===== config.mk =====
export PLATFORM = sky130hd
export DESIGN_NAME = tinycpu_mem_arbiter
export DESIGN_NICKNAME = d
export VERILOG_FILES = /design/src/rtl/tinycpu_mem_arbiter.sv
export SDC_FILE = /design/constraint.sdc
export NUM_CORES = 1
export LEC_CHECK = 0
export CAP_MARGIN = 30
export CORE_MARGIN = 2
export CORE_UTILIZATION = 35
export CTS_CLUSTER_DIAMETER = 200
export CTS_CLUSTER_SIZE = 12
export DETAILED_ROUTE_END_ITERATION = 8
export PLACE_DENSITY_LB_ADDON = 0.05
export SETUP_SLACK_MARGIN = 0.3
export SKIP_LAST_GASP = 1
export SYNTH_ARGS = -nofsm -noshare
export SYNTH_HDL_FRONTEND = slang
export SYNTH_SLANG_ARGS = --single-unit

===== constraint.sdc =====
create_clock -name clk -period 2.1 [get_ports clk]
set_input_delay 0.315 -clock clk [delete_from_list [all_inputs] [get_ports clk]]
set_output_delay 0.315 -clock clk [all_outputs]
set_load 0.03 [all_outputs]

===== src/rtl/tinycpu_mem_arbiter.sv =====
// Two-master arbiter sharing the single-port tinycpu RAM between the CPU bus
// and the host loader/debug port; one access in flight, registered handshake.
module tinycpu_mem_arbiter #(
  parameter int unsigned PRIO_MODE    = 0,
  parameter int unsigned STARVE_LIMIT = 8
) (
  input  logic        clk,
  input  logic        reset,
  input  logic        cpu_req,
  input  logic        cpu_we,
  input  logic [11:0] cpu_addr,
  input  logic [15:0] cpu_wdata,
  output logic        cpu_gnt,
  output logic        cpu_rvalid,
  output logic [15:0] cpu_rdata,
  input  logic        host_req,
  input  logic        host_we,
  input  logic        host_lock,
  input  logic [11:0] host_addr,
  input  logic [15:0] host_wdata,
  output logic        host_gnt,
  output logic        host_rvalid,
  output logic [15:0] host_rdata,
  output logic        mem_we,
  output logic [11:0] mem_addr,
  output logic [15:0] mem_wdata,
  input  logic [15:0] mem_rdata,
  output logic        owner,
  output logic        busy
);

  typedef enum logic [1:0] {
    IDLE,
    ACCESS,
    RESP
  } state_e;

  localparam logic [7:0] StarveLim = 8'(STARVE_LIMIT);

  state_e      state_q, state_d;
  logic        owner_q, owner_d;
  logic        last_q, last_d;
  logic        we_q, we_d;
  logic [11:0] addr_q, addr_d;
  logic [15:0] wdata_q, wdata_d;
  logic [7:0]  starve_q, starve_d;
  logic        lock_q, lock_d;
  logic [15:0] cpu_rdata_q, cpu_rdata_d;
  logic [15:0] host_rdata_q, host_rdata_d;

  logic        lock_active;
  logic        host_wins;

  // A held lock only counts while the host is still asking for it, so dropping
  // host_lock hands the very next arbitration back to the normal rules.
  always_comb begin
    lock_active = lock_q & host_lock & host_req;
    if (lock_active) begin
      host_wins = 1'b1;
    end else if (host_req != cpu_req) begin
      host_wins = host_req;
    end else if (PRIO_MODE == 0) begin
      host_wins = ~last_q;
    end else begin
      host_wins = (starve_q >= StarveLim);
    end
  end

  always_comb begin
    state_d      = state_q;
    owner_d      = owner_q;
    last_d       = last_q;
    we_d         = we_q;
    addr_d       = addr_q;
    wdata_d      = wdata_q;
    starve_d     = starve_q;
    lock_d       = lock_q;
    cpu_rdata_d  = cpu_rdata_q;
    host_rdata_d = host_rdata_q;

    unique case (state_q)
      IDLE: begin
        lock_d = lock_q & host_lock & host_req;
        if (cpu_req || host_req) begin
          state_d = ACCESS;
          owner_d = host_wins;
          last_d  = host_wins;
          if (host_wins) begin
            we_d     = host_we;
            addr_d   = host_addr;
            wdata_d  = host_wdata;
            starve_d = 8'd0;
            lock_d   = host_lock;
          end else begin
            we_d    = cpu_we;
            addr_d  = cpu_addr;
            wdata_d = cpu_wdata;
            if (host_req && (starve_q != 8'hFF)) begin
              starve_d = starve_q + 8'd1;
            end
          end
        end
      end
      ACCESS: begin
        state_d = we_q ? IDLE : RESP;
      end
      RESP: begin
        state_d = IDLE;
        if (owner_q) begin
          host_rdata_d = mem_rdata;
        end else begin
          cpu_rdata_d = mem_rdata;
        end
      end
      default: begin
        state_d = IDLE;
      end
    endcase
  end

  // last_q resets to host so the CPU takes the first round-robin tie.
  always_ff @(posedge clk or negedge reset) begin
    if (!reset) begin
      state_q      <= IDLE;
      owner_q      <= 1'b0;
      last_q       <= 1'b1;
      we_q         <= 1'b0;
      addr_q       <= 12'd0;
      wdata_q      <= 16'd0;
      starve_q     <= 8'd0;
      lock_q       <= 1'b0;
      cpu_rdata_q  <= 16'd0;
      host_rdata_q <= 16'd0;
    end else begin
      state_q      <= state_d;
      owner_q      <= owner_d;
      last_q       <= last_d;
      we_q         <= we_d;
      addr_q       <= addr_d;
      wdata_q      <= wdata_d;
      starve_q     <= starve_d;
      lock_q       <= lock_d;
      cpu_rdata_q  <= cpu_rdata_d;
      host_rdata_q <= host_rdata_d;
    end
  end

  assign cpu_gnt     = (state_q == ACCESS) & ~owner_q;
  assign host_gnt    = (state_q == ACCESS) & owner_q;
  assign mem_we      = (state_q == ACCESS) & we_q;
  assign mem_addr    = addr_q;
  assign mem_wdata   = wdata_q;
  assign cpu_rvalid  = (state_q == RESP) & ~owner_q;
  assign host_rvalid = (state_q == RESP) & owner_q;
  // The RAM's read data is live during RESP; the holding registers take over after.
  assign cpu_rdata   = cpu_rvalid ? mem_rdata : cpu_rdata_q;
  assign host_rdata  = host_rvalid ? mem_rdata : host_rdata_q;
  assign owner       = owner_q;
  assign busy        = (state_q != IDLE);

endmodule


==> results of run 1 <==
==> worst paths after layout <==
kind | end | slack (ps)
min reg2reg | state_q[1]$_DFFE_PN0P_ | 470
min in group asynchronous | host_rdata_q[7]$_DFFE_PN0P_ | 520
max reg2reg | cpu_rdata_q[13]$_DFFE_PN0P_ | 600
min | state_q[1]$_DFFE_PN0P_ | 470
max in group asynchronous | last_q$_DFFE_PN1P_ | 1240
max | cpu_rdata[8] | 60
==> state kept, by name, indices dropped and copies added (netlist names) <==
name	count
state_q	2
mem_wdata	16
host_rdata_q	16
last_q	1
mem_addr	12
we_q	1
lock_q	1
cpu_rdata_q	16
owner	1
==> per-layer routing <==
metal  up-vias  wire (um)  global-route usage, %
met1      1369       3810                   23.0
met3        10        445                   4.08
li1       1359          -                      -
met2        89       4920                   34.4
met4         0         95                   6.41
met5         -          0                      0
==> cells in the mapped netlist <==
master / instances
o211ai_1: 29
nor3_4: 1
nor2_1: 36
dfstp_2: 1
a21oi_1: 3
nor3b_4: 1
mux2_4: 9
o31ai_1: 29
a31oi_1: 29
and2_1: 2
inv_1: 5
ha_1: 1
nand2b_1: 1
nand2_1: 1
and3_1: 1
buf_12: 1
dfrtp_1: 65
o21ai_0: 2
clkbuf_1: 17
buf_6: 1
mux2_2: 23
nor3_1: 1
or2_2: 2
nand3b_2: 1
buf_2: 7
==> per-stage QoR <==
step,cells,utilization (%)
2_1_floorplan,269,-
3_3_place_gp,524,54.6
3_5_place_dp,524,54.6
4_1_cts,554,60.2
5_1_grt,557,61.1
6_report,557,61.1
==> area by class of cell <==
class	count	area share, %
Clock buffer	9	2.35
Sequential cell	66	31.3
Inverter	5	0.356
Timing Repair Buffer	190	37.0
Clock inverter	7	1.02
Multi-Input combinational cell	172	25.4
Tap cell	108	2.56
==> kinds of logic (layout without fill, tap and decap cells) <==
logic type | count (synthesis) | count (layout)
AO/OA/AOI/OAI | 92 | 92
flip-flops | 66 | 66
AND/OR/NAND/NOR | 47 | 47
multiplexers | 32 | 32
buffers and inverters | 31 | 211
adder cells (fa/ha/maj) | 1 | 1
==> report_power, final <==
part           switching [uW]  internal [uW]
clock                     529            436
combinational            2870           2530
sequential                297           1930
==> what timing repair did <==
item | in CTS | in global routing
pin swaps | 1 | 0
hold buffers | 1 | 0
setup endpoints to repair | 39 | 63
gates cloned | 2 | 1
setup buffers | 11 | 2
hold endpoints to repair | 23 | 0
resized for setup | 102 | 19
==> impl_metrics.tcl, run 1 <==
set metrics [dict create \
    outcome "finished clean" \
    crit_start "state_q[0]$_DFFE_PN0P_" \
    cp_num_cells 5 \
    place_hpwl_um 6430 \
    ys_ff_latch 66 \
    io_buffers 145 \
    nets 524 \
    finalSetupViolations 0 \
    via_count 2827 \
    fillers 741 \
    antenna_left 0 \
    holdWs_ps 470 \
    rsz0062_at_grt "true" \
    setup-tns-final_ps 0 \
    final_common_cell "clkdlybuf4s50_1" \
    critical_path.slowest_cell "dfrtp_1" \
    clock_skew_ps 6.88 \
    min_period_ps 2040 \
    final_cell_mix "clkdlybuf4s50_1, dfrtp_1, buf_6" \
    hold_class "reg -> reg" \
    grt_usage_pct 19.2 \
    synth_area_leaders "dfrtp_1, mux2_2, o211ai_1" \
    fmax_ghz 0.490 \
    clk_pin_slew_ps 80 \
    slew_headroom_pct 75.0 \
    area.sequential_um2 1650 \
    first_pass_iters 4 \
    grt_pass1_wl_um 14600 \
    placedInstanceArea_um2 4720 \
    hold_viol_final 0 \
    r2r_start "state_q[0]$_DFFE_PN0P_" \
    timing.final.crit_share_pct 97.1 \
    synthToLayoutAreaGrowth_pct 71.5 \
    ir_drop_v 0.000601 \
    synth_cell_types 25 \
    syn-cell-area_um2 3080 \
    slowest_delay_ps 420 \
    syn_nets 349 \
    synth_simple_gate_area_share_pct 7.40 \
    initial_core_util_pct 35.6 \
    crit_fanout 5 \
    antenna_found_initial 0 \
    cts_tree "built" \
    drv_cap 0 \
    crit_path_start_kind "flop" \
    synth_compound_area_share_pct 20.9 \
    worst_pin_slew_ps 372 \
    coreArea_um2 8640 \
    synth-xor-area-share_pct 0 \
    numCtsBuffers 9 \
    first_global_vias 2964 \
    critPathCaptureType "primary output" \
    cts_root_buffer "clkbuf_8" \
    crit_type "reg -> out" \
    vias_per_cell 5.08 \
    io_pins 146 \
    power_uw 8590 \
    fin_area_um2 5280 \
    path_cells "nor3b_4 > buf_12 > buf_12 > mux2_4 > buf_6" \
    wl_per_cell_um 16.6 \
    worst_slack_ps 60.2 \
    dieArea_um2 9560 \
    cp_num_buf_inv 3 \
    maxSlewViolCount 0 \
    crit_family "buffers and inverters" \
    hold_path_depth 1 \
    pre_cts_ws_ps -51.5 \
    synth_top_family_by_area "compound AO/OA/AOI/OAI gates" \
    critPathRequiredTime_ps 1780 \
    grt_max_degree 67 \
    clk_latency_ps 330 \
    final_layout_size_suffix_gt1_share_pct 31.8 \
    multi_input_area_um2 1340 \
    crit_top_cell "buf_12" \
    htree_levels 3 \
    leakagePower_uw 0.00227 \
    gp_congestion 0.769 \
    synthAdderAreaFrac_pct 0.407 \
    drt_iter0_drc 94 \
    avgSynthCellArea_um2 11.4 \
    rr_worst_depth 5 \
    synth_top_area_share_pct 52.8 \
    dieHeight_um 97.8 \
    rows 34 \
    netlist_instances 269 \
    seq_area_frac_synth_pct 53.7 \
    drcViolationCount 0 \
    clkSinkCount 66 \
    powerDensity_nw_per_um2 1630 \
    drt_wl_total_um 9270 \
    num_antenna_cells 0 \
    grt_overflow 0 \
    yosysWarningCount 0 \
    die_w_um 97.8 \
    arrival_ps 1720 \
    worstHoldStart "we_q$_DFFE_PN0P_" \
    muxShareOfSynthArea_pct 12.8 \
    clk_path_buf_depth 2 \
    synth_top_area_cell "dfrtp_1" \
]
No activity file was read; power rests on OpenSTA's default activity.
==> run 2: changes to the inputs <==
ABC_AREA = 1   (was unset)
RECOVER_POWER = 50   (was unset)
==> impl_metrics.tcl, run 2 <==
set metrics [dict create \
    clock_skew_ps 6.94 \
    via_count 3010 \
    yosysWarningCount 0 \
    final_common_cell "nand2_1" \
    maxSlewViolCount 0 \
    r2r_start "state_q[1]$_DFFE_PN0P_" \
    ys.flop_type "dfrtp_1" \
    slew_headroom_pct 29.5 \
    rows 34 \
    rr_worst_depth 6 \
    dieArea_um2 9960 \
    dp.cells 648 \
    synthAdderAreaFrac_pct 0.389 \
    clk_path_buf_depth 2 \
    finalSetupViolations 0 \
    crit_start "owner$_DFFE_PN0P_" \
    final_layout_size_suffix_gt1_share_pct 22.8 \
    synth_common_cells "nand2_1, inv_1, dfrtp_1" \
    die_w_um 99.8 \
    worst_pin_slew_ps 1060 \
    nets 636 \
    fmax_ghz 0.540 \
    io_pins 146 \
    critPathCaptureType "primary output" \
    clk_latency_ps 330 \
    grt_pass1_wl_um 13800 \
    num_antenna_cells 0 \
    synth_top_area_share_pct 50.6 \
    avgSynthCellArea_um2 7.95 \
    synth_compound_area_share_pct 5.30 \
    cts_tree "built" \
    leakagePower_uw 0.00284 \
    synth_cell_types 21 \
    htree_levels 3 \
    clkSinkCount 66 \
    critical_path.slowest_cell "dfrtp_1" \
    syn_nets 484 \
    arrival_ps 1540 \
    syn-cell-area_um2 3210 \
    wl_per_cell_um 13.5 \
    muxShareOfSynthArea_pct 0 \
    setup-tns-final_ps 0 \
    netlist_instances 404 \
    synth_top_family_by_area "simple AND/OR/NAND/NOR gates" \
    synthToLayoutAreaGrowth_pct 72.0 \
    outcome "finished clean" \
    grt_overflow 0 \
    first_pass_iters 4 \
    synth_simple_gate_area_share_pct 27.8 \
    drt_wl_total_um 9040 \
    drt_iter0_drc 100 \
    seq_area_frac_synth_pct 51.4 \
    gp_congestion 0.778 \
    path_cells "inv_1 > nand3_4 > buf_12 > nand2_1 > o21ai_4 > buf_6" \
    ir_drop_v 0.000694 \
    slowest_delay_ps 430 \
    final_cell_mix "nand2_1, clkdlybuf4s50_1, inv_1" \
    dieHeight_um 99.8 \
    numCtsBuffers 9 \
    powerDensity_nw_per_um2 1720 \
    yosysMostFrequentCell "nand2_1" \
    synth_area_leaders "dfrtp_1, nand2_1, inv_1" \
    synth-edff-count 0 \
    place_hpwl_um 6000 \
    synth-xor-area-share_pct 0 \
    crit_fanout 14 \
    critPathRequiredTime_ps 1780 \
    worstHoldStart "we_q$_DFFE_PN0P_" \
    stdcell_count 669 \
    vias_per_cell 4.50 \
    drcViolationCount 0 \
    ys_ff_latch 66 \
    io_buffers 145 \
    cts_root_buffer "clkbuf_8" \
    first_global_vias 2992 \
    min_period_ps 1850 \
    synth_top_area_cell "dfrtp_1" \
    hold_path_depth 1 \
    clk_pin_slew_ps 70 \
    grt_max_degree 34 \
    initial_core_util_pct 36.5 \
    coreArea_um2 8810 \
    antenna_left 0 \
    grt_usage_pct 17.3 \
    ys_async_sr_fraction_pct 100 \
    antenna_found_initial 0 \
    rsz0062_at_grt "true" \
    hold_viol_final 0 \
    crit_path_start_kind "flop" \
    hold_class "reg -> reg" \
    timing.final.crit_share_pct 88.1 \
    drv_cap 0 \
    crit_type "reg -> out" \
]
-- run 2: cell count changes after synthesis, sizes merged, moves of 30 or more --
cell | previous run | this run
nand2 | 1 | 128
inv | 5 | 85
nand3 | 0 | 62
mux2 | 32 | 0
o21ai | 2 | 34
nor2 | 36 | 6
-- run 2: cell type report --
type / instances / area [um2]
Clock buffer: 10 / 138
Inverter: 85 / 322
Timing Repair Buffer: 162 / 1730
Tap cell: 108 / 135
Sequential cell: 66 / 1650
Clock inverter: 6 / 138
Fill cell: 755 / 3280
Multi-Input combinational cell: 232 / 1410
-- run 2: worst paths after layout --
kind | endpoint | slack [ps]
max reg2reg | mem_wdata[12]$_DFFE_PN0P_ | 680
max in group asynchronous | last_q$_DFFE_PN1P_ | 660
min | state_q[1]$_DFFE_PN0P_ | 450
min reg2reg | state_q[1]$_DFFE_PN0P_ | 450
min in group asynchronous | mem_wdata[2]$_DFFE_PN0P_ | 680
max | cpu_rdata[0] | 250
-- run 2: logic make-up after synthesis --
group | count (synthesis)
buffers and inverters | 106
AO/OA/AOI/OAI | 34
adder cells (fa/ha/maj) | 1
flip-flops | 66
AND/OR/NAND/NOR | 197
-- run 2: through the flow --
stage | total power (uW) | utilization [%] | hold slack [ps] | setup slack, ps | instance area [um2]
after floorplan | 5230 | - | 19.4 | 102 | 3210
final | 9480 | 62.7 | 447 | 250 | 5530
after global routing | 10000 | 62.7 | 473 | 140 | 5530
after CTS | 8770 | 58.1 | 445 | 159 | 5110
after detailed placement | 7120 | 53.8 | 280 | 178 | 4740
after global placement | 7070 | 53.8 | 291 | 230 | 4740
-- run 2: layer usage --
metal  wire [um]  track usage (%)
met1        4140             23.0
met2        4300             27.9
met3         568             5.57
met4          29             3.79
met5           0                0
-- run 2: critical path, delay by kind of cell (launching register included) --
| kind | cells | cell delay (ps) |
|---|---|---|
| AOI/OAI and AO/OA | 1 | 80 |
| and+or+nand+nor | 2 | 220 |
| buffers and inverters | 3 | 470 |
| DFF | 1 | 430 |
-- run 2: repair_timing --
action                     4_1_cts  5_1_grt
gates resized for setup         61       86
pin swaps                        0        0
cloned                           0        2
setup endpoints to repair       36       35
buffers inserted                 0        2
hold endpoints to repair        15        0
hold buffers                     1        0
-- run 2: power breakdown --
group          internal, uW  total (uW)  switching (uW)
combinational          2380        5810            3430
sequential             1930        2230             304
clock                   946        1440             493
==> run 3: changes to the inputs <==
CTS_CLUSTER_SIZE = unset   (was 12)
==> results of run 3 <==
Same layout as run 2: the final DEF is identical, and so are final timing and power.
